==> src/rtl/oc8051_ports_gen.sv <==
// Parametrised 8051 I/O ports: output latches, direction registers, input synchronisers
// and read-modify-write read mux. Define OC8051_PORT_IRQ_EN for per-pin falling-edge flags and irq.
module oc8051_ports_gen #(
  parameter int         NPORTS     = 4,
  parameter logic [7:0] SFR_BASE   = 8'h80,
  parameter logic [7:0] SFR_STRIDE = 8'h10,
  parameter logic [7:0] DIR_BASE   = 8'hF8,
  parameter logic [7:0] IFLG_BASE  = 8'hF0,
  parameter logic [7:0] RST_VAL    = 8'hFF,
  parameter int         SYNC       = 2
) (
  input  logic                  clk,
  input  logic                  rst,
  input  logic                  wr,
  input  logic                  wr_bit,
  input  logic [7:0]            wr_addr,
  input  logic [7:0]            data_in,
  input  logic                  bit_in,
  input  logic                  rmw,
  input  logic [8*NPORTS-1:0]   p_in,
  output logic [8*NPORTS-1:0]   p_out,
  output logic [8*NPORTS-1:0]   p_oe,
  output logic [8*NPORTS-1:0]   p_data
`ifdef OC8051_PORT_IRQ_EN
  ,
  output logic                  irq
`endif
);

  localparam int W = 8 * NPORTS;

  if (NPORTS < 1 || NPORTS > 8 || SYNC < 1 || SYNC > 3 ||
      SFR_BASE[2:0] != 3'd0 || SFR_STRIDE[2:0] != 3'd0 ||
      ((int'(IFLG_BASE) < int'(DIR_BASE) + NPORTS) &&
       (int'(DIR_BASE) < int'(IFLG_BASE) + NPORTS))) begin : g_param_check
    $error("oc8051_ports_gen: illegal parameter combination");
  end

  function automatic logic [7:0] latch_addr(input int n);
    return SFR_BASE + 8'(n) * SFR_STRIDE;
  endfunction

  logic [NPORTS-1:0][7:0] out_q, out_d;
  logic [NPORTS-1:0][7:0] oe_q, oe_d;
  logic [W-1:0]           sync_q [SYNC];
  logic [W-1:0]           sync_in;
  logic                   latch_hit;
`ifdef OC8051_PORT_IRQ_EN
  logic                   dir_hit;
  logic [W-1:0]           flag_mask;
  logic [W-1:0]           prev_q, flag_q;
  logic                   irq_q;
`endif

  assign sync_in = sync_q[SYNC-1];

  // Byte writes go to the port latch first, then direction, then flags, so overlapping
  // addresses from a bad parameter set resolve deterministically.
  always_comb begin
    logic [7:0] la;
    logic [7:0] tmp;
    out_d     = out_q;
    oe_d      = oe_q;
    latch_hit = 1'b0;
`ifdef OC8051_PORT_IRQ_EN
    dir_hit   = 1'b0;
    flag_mask = '1;
`endif
    for (int n = 0; n < NPORTS; n++) begin
      la  = latch_addr(n);
      tmp = out_q[n];
      if (wr && wr_bit && wr_addr[7:3] == la[7:3]) begin
        tmp[wr_addr[2:0]] = bit_in;
        out_d[n]          = tmp;
      end
      if (wr && !wr_bit && wr_addr == la) begin
        out_d[n]  = data_in;
        latch_hit = 1'b1;
      end
    end
    for (int n = 0; n < NPORTS; n++) begin
      if (wr && !wr_bit && !latch_hit && wr_addr == DIR_BASE + 8'(n)) begin
        oe_d[n] = data_in;
`ifdef OC8051_PORT_IRQ_EN
        dir_hit = 1'b1;
`endif
      end
    end
`ifdef OC8051_PORT_IRQ_EN
    for (int n = 0; n < NPORTS; n++) begin
      if (wr && !wr_bit && !latch_hit && !dir_hit && wr_addr == IFLG_BASE + 8'(n))
        flag_mask[8*n +: 8] = data_in;
    end
`endif
  end

  always_ff @(posedge clk or negedge rst) begin
    if (!rst) begin
      out_q <= {NPORTS{RST_VAL}};
      oe_q  <= '0;
      for (int i = 0; i < SYNC; i++) sync_q[i] <= '1;
    end else begin
      out_q     <= out_d;
      oe_q      <= oe_d;
      sync_q[0] <= p_in;
      for (int i = 1; i < SYNC; i++) sync_q[i] <= sync_q[i-1];
    end
  end

`ifdef OC8051_PORT_IRQ_EN
  // prev_q resets to all ones to match the synchroniser, so release never looks like an edge.
  always_ff @(posedge clk or negedge rst) begin
    if (!rst) begin
      prev_q <= '1;
      flag_q <= '0;
      irq_q  <= 1'b0;
    end else begin
      prev_q <= sync_in;
      flag_q <= (flag_q & flag_mask) | (prev_q & ~sync_in & ~oe_q);
      irq_q  <= |flag_q;
    end
  end

  assign irq = irq_q;
`endif

  assign p_out  = out_q;
  assign p_oe   = oe_q;
  assign p_data = rmw ? out_q : ((oe_q & out_q) | (~oe_q & sync_in));

endmodule

==> config.mk <==
export PLATFORM = sky130hd
export DESIGN_NAME = oc8051_ports_gen
export DESIGN_NICKNAME = d
export VERILOG_FILES = /design/src/rtl/oc8051_ports_gen.sv
export SDC_FILE = /design/constraint.sdc
export NUM_CORES = 1
export LEC_CHECK = 0
export BUFFER_PORTS_ARGS = -buffer_cell sky130_fd_sc_hd__buf_4
export CORE_ASPECT_RATIO = 0.8
export CORE_UTILIZATION = 47
export DETAILED_ROUTE_END_ITERATION = 12
export PLACE_DENSITY = 0.76
export SYNTH_ARGS = -nofsm -noshare
export SYNTH_HDL_FRONTEND = slang
export SYNTH_SLANG_ARGS = --single-unit
==> constraint.sdc <==
create_clock -name clk -period 0.8 [get_ports clk]
set_input_delay 0.04 -clock clk [delete_from_list [all_inputs] [get_ports clk]]
set_output_delay 0.04 -clock clk [all_outputs]
set_load 0.01 [all_outputs]
# Word level (Yosys, flattened, before mapping)
# Index checks and enable logic that the tools add are counted.
# op_classes
muxes,19
bitwise_logic,4
shifts,0
n_div,0
eq_ne,12
order_cmp,2
multipliers,0
reduce_logical,22
addsub,0
# op_table
op,n
bitwise AND 32 bit,2
"equality test 8 bit, second input constant",8
two-way mux 8 bit,8
bitwise mux 8 bit,4
two-way mux 32 bit,1
NOT 32 bit,1
bitwise OR 32 bit,1
"equality test 5 bit, second input constant",4
logical AND 1 bit,16
nonzero test 2 bit,4
two-way mux 1 bit,5
"less-than comparator 3 x 4 -> 1 bit, second input constant",1
demux 1 bit (select 3 bit),1
">= comparator 3 x 1 -> 1 bit, second input constant",1
logical NOT 1 bit,2
# word_totals
memories,0
romBits,0
input_bits,54
out_inout_bits,96
latch_bits,0
register_bits,128
elab_cells,69
mem_bits_rw,0

# Longest topological paths before layout
# logic_depth
depth_word,10
ltp_mapped,6
mapped_depth_nobuf,3

# Worst setup path after synthesis
# Ideal clock, no wire load.
# synth_timing
path_type,input-to-reg
startpoint,in wr_addr[1]
endpoint,reg oe_q (netlist bit p_oe[10])
path_buffers,2
setup_slack_ns,-0.743
t_required_ns,0.675
arrival_time_ns,1.419
setup_ns,0.125
path_stages,5
path_cell_list,buf_2 > or3b_2 > clkbuf_1 > nor3_4 > mux2_2
# synth_between
elab_chain_cells,9
elab_cells_between_ends,16
classes_between,5 x eq/ne; 4 x mux; 7 x reduce/logical
# synth_lines
item,line_no,rtl
"start, declared",16,"input logic [7:0] wr_addr,"
equality test 8 bit,76,if (wr && !wr_bit && wr_addr == la) begin
logical AND 1 bit,76,
two-way mux 1 bit (4 in a row),76,
logical NOT 1 bit,82,if (wr && !wr_bit && !latch_hit && wr_addr == DIR_BASE + 8'(n)) begin
logical AND 1 bit,82,
logical AND 1 bit *,82,
"end signal, assigned",100,oe_q <= '0;
"end signal, assigned",104,oe_q <= oe_d;
"end, declared",44,"logic [NPORTS-1:0][7:0] oe_q, oe_d;"
# Mark *: on every way between the ends. The rest lies on a longest branch, timed or not.
# A chain may end at the register's enable or synchronous reset.

# Worst setup path in the final report
# layout_timing
startpoint,reg oe_q (netlist bit p_oe[17])
endpoint,out p_data[17]
# layout_between
elab_chain_cells,4
elab_cells_between_ends,5
classes_between,1 x mux; 4 x bitwise
# layout_lines
item,line_no,rtl
NOT 32 bit,129,assign p_data = rmw ? out_q : ((oe_q & out_q) | (~oe_q & sync_in));
bitwise AND 32 bit,129,
bitwise OR 32 bit *,129,
two-way mux 32 bit *,129,
"end, declared",23,output logic [8*NPORTS-1:0] p_data
# Marks and branches as above.

==> metrics.txt <==
crit path from=p_oe[17]$_DFFE_PN0P_; Horiz. Die Dim=123 microns; P_sw=roughly 5.1 mW; CP Cell Sequence=nor2_1 > mux2_4 > buf_4; sequential power share=0.385; number of synthesized flops with an enable pin=0; most common cell in the netlist=dfstp_2; Area growth syn-to-layout=93.3%; gpl congestion=0.872; setup violators final=160; clock sink count=around 130; Crit Reg-Reg Startpoint=p_out[24]$_DFFE_PN1P_; worst rel slew slack=0.616; total global routing overflow=0; clock share of power=0.434; HP Class=in -> reg; Initial Utilization=0.494; hold slack=0.00919 ns; CP Capture Type=primary output; synthesized area=between 5000 and 6000 sq um; worst skew pair latency=approximately 0.42 ns; GR Util All Layers=0.358; Worst Tran Pin Value=just under 0.6 ns; Critical Path RT=0.76 ns; CTS tree=built; Core Util, Final=0.954; Buf+Inv Stages, Crit Path=1; CTS Buf Count=17; largest net degree at the start of global routing=33; clock slew at reported path FFs=0.06 ns; first-pass GRT wire length=31500 microns; Fillers=246; final setup margin=-0.716 ns; top cells by area, synth=dfstp_2 46%, dfrtp_1 15%, mux2_2 13%, o31ai_1 4.0%, a31oi_1 2.7%; Vias=between 6000 and 7000; PwrDens=1790 nW/um^2; Endpoint, Worst Hold=p_oe[24]$_DFFE_PN0P_; Critical Path Fanout Max=2; row cnt=34; fmax=~660 MHz; sequential area share after synthesis=0.606; Max VDD drop=between 0.0015 and 0.002 V; minimum setup slack among reg-to-reg paths=-0.36 ns; top_reg_cell synth=dfstp_2; synthesized net count=476; worst reg2reg path endpoint=p_out[24]$_DFFE_PN1P_; register bit total from synthesis=128; I/O pin count=150; HPWL Detailed=12000 microns; drt first pass iters=9; deepest clock path buffer count=2; DR WL/cell=31.3 microns; highest-delay cell along the critical path=dfrtp_1; distinct cell type count after synthesis=39; Max H-tree Level=4; Fin. Hold Viols=0; Nets=815; fin. max-slew vios=0; vias in the first global route=5624; number of port buffers=between 100 and 150; clock skew=0.00625 ns; max cap viols=0; slowest stage delay, CP=0.40 ns; Pleak=4.65 nW; syn_area_per_cell=13.0 sq um; Worst EP arrival=1.48 ns; Sw Ratio=0.266; share of cells above drive strength 1=0.770; post-synth top area share=0.460; final wirelength=28800 microns; Final period util=1.89; DR vias/cell=6.67; Async SR Flop Fraction=1.00; CORE AREA=11100 sq um; cells after synthesis=422; internal power=~14 mW; status=finished, violations left; hold_sp=data_in[0]; total power=19.0 mW; post-route minimum period=1.52 ns; Yosys warnings=0; unrepaired setup endpoints after global routing=yes; Setup CP Type=reg -> out; CP delay by family, top=flip-flops; initial antenna violation count=2; die span in y=98.6 microns; hold path depth=3; violated checks=setup timing; worst reg2reg path depth=3; crit path launch type=flip-flop; ANT nets after route=0; Clock Tree Root=clkbuf_16; DR iter-0 viols=613; cell taking the most area after synthesis=dfstp_2; Die ar.=12100 sq um; synth cell count leaders=96 x dfstp_2, 63 x mux2_2, 33 x nor2_1; Remaining DRCs=0; Comb power frac=0.182
## per-layer routing
layer  part of all wire  vias to the layer above  GRT usage
met5                  0                        -          0
met4              0.082                        0      0.164
met3               0.12                      253      0.108
met2               0.46                      613      0.594
met1               0.33                     2982      0.426
li1                   -                     2286          -
## stage by stage
step                      cell area, sq um  worst slack, ns  cells  setup TNS (ns)
final                                10600           -0.716    919          -60.49
after global placement                7770           -0.761    790          -44.59
after floorplan                       5730           -0.702    422          -39.13
after detailed placement              7770           -0.791    790          -46.23
after CTS                             9700           -0.666    890          -48.94
after global routing                 10600           -0.765    919          -62.82
## power by group through the flow
stage / Sequential (mW) / Combinational, mW / Clock, mW
3_5_place_dp: 7.31 / 2.18 / 0
3_3_place_gp: 7.28 / 2.14 / 0
6_report: 7.30 / 3.45 / 8.24
5_1_grt: 7.32 / 3.52 / 8.53
4_1_cts: 7.24 / 2.76 / 8.05
2_1_floorplan: 7.32 / 0.836 / 0
## cells by family (layout without fill, tap and decap cells)
kind of cell	after synthesis	after routing	share of synthesized area
AOI/OAI and AO/OA	62	62	0.0815
DFF	128	128	0.606
and+or+nand+nor	130	130	0.149
other	0	1	0
muxes	67	67	0.138
buffers and inverters	35	387	0.0260
## registers in the layout (all words and copies together), names as in the netlist
| signal | cells |
|---|---|
| p_out | 32 |
| p_oe | 32 |
| sync_in | 32 |
| sync_q | 32 |
## area by class of cell
class                           count  area (sq um)  area share
Sequential cell                   128          3320       0.314
Clock inverter                     12           156      0.0148
Tap cell                          144           180      0.0170
Multi-Input combinational cell    259          2930       0.277
Timing Repair Buffer              355          3540       0.334
Antenna cell                        1          2.50    0.000236
Clock buffer                       20           457      0.0431
## worst max-delay path by stage
stage                                        to  cells past startpoint
after CTS                            p_data[22]                      3
after global routing                 p_data[22]                      3
after floorplan            p_oe[10]$_DFFE_PN0P_                      5
after detailed placement  p_out[22]$_DFFE_PN1P_                      4
final                                p_data[17]                      3
after global placement    p_out[22]$_DFFE_PN1P_                      4
## repair_timing
action                     in CTS  in global routing
setup buffers                  29                 43
setup endpoints to repair     160                160
gates resized for setup       172                146
hold endpoints to repair      177                  0
pin swaps                      25                 24
hold buffers                   49                  0
## layout by cell type, fill, tap and decap left out, drive strengths merged, types with 2 or more instances in the layout
| cell type | instances |
|---|---|
| buf | 306 |
| dfstp | 96 |
| mux2 | 67 |
| dlygate4sd3 | 49 |
| nor2 | 33 |
| dfrtp | 32 |
| o31ai | 29 |
| a31oi | 24 |
| nor4 | 22 |
| clkbuf | 20 |
| nand4 | 17 |
| nand3 | 16 |
| nor3 | 8 |
| o221ai | 7 |
| nand3b | 6 |
| clkinv | 5 |
| or3b | 4 |
| or3 | 3 |
| bufinv | 3 |
| inv | 3 |
| nor4bb | 3 |
| nor3b | 3 |
| nand4bb | 2 |
| and4b | 2 |
| and3b | 2 |
| and3 | 2 |
## worst register-to-register path, cell delays in order (launching register included)
cell and delay, ns:
dfstp_2 0.58, buf_6 0.11, a41oi_2 0.03, a31oi_1 0.32
Note: power is estimated with default switching activity, not from simulation.
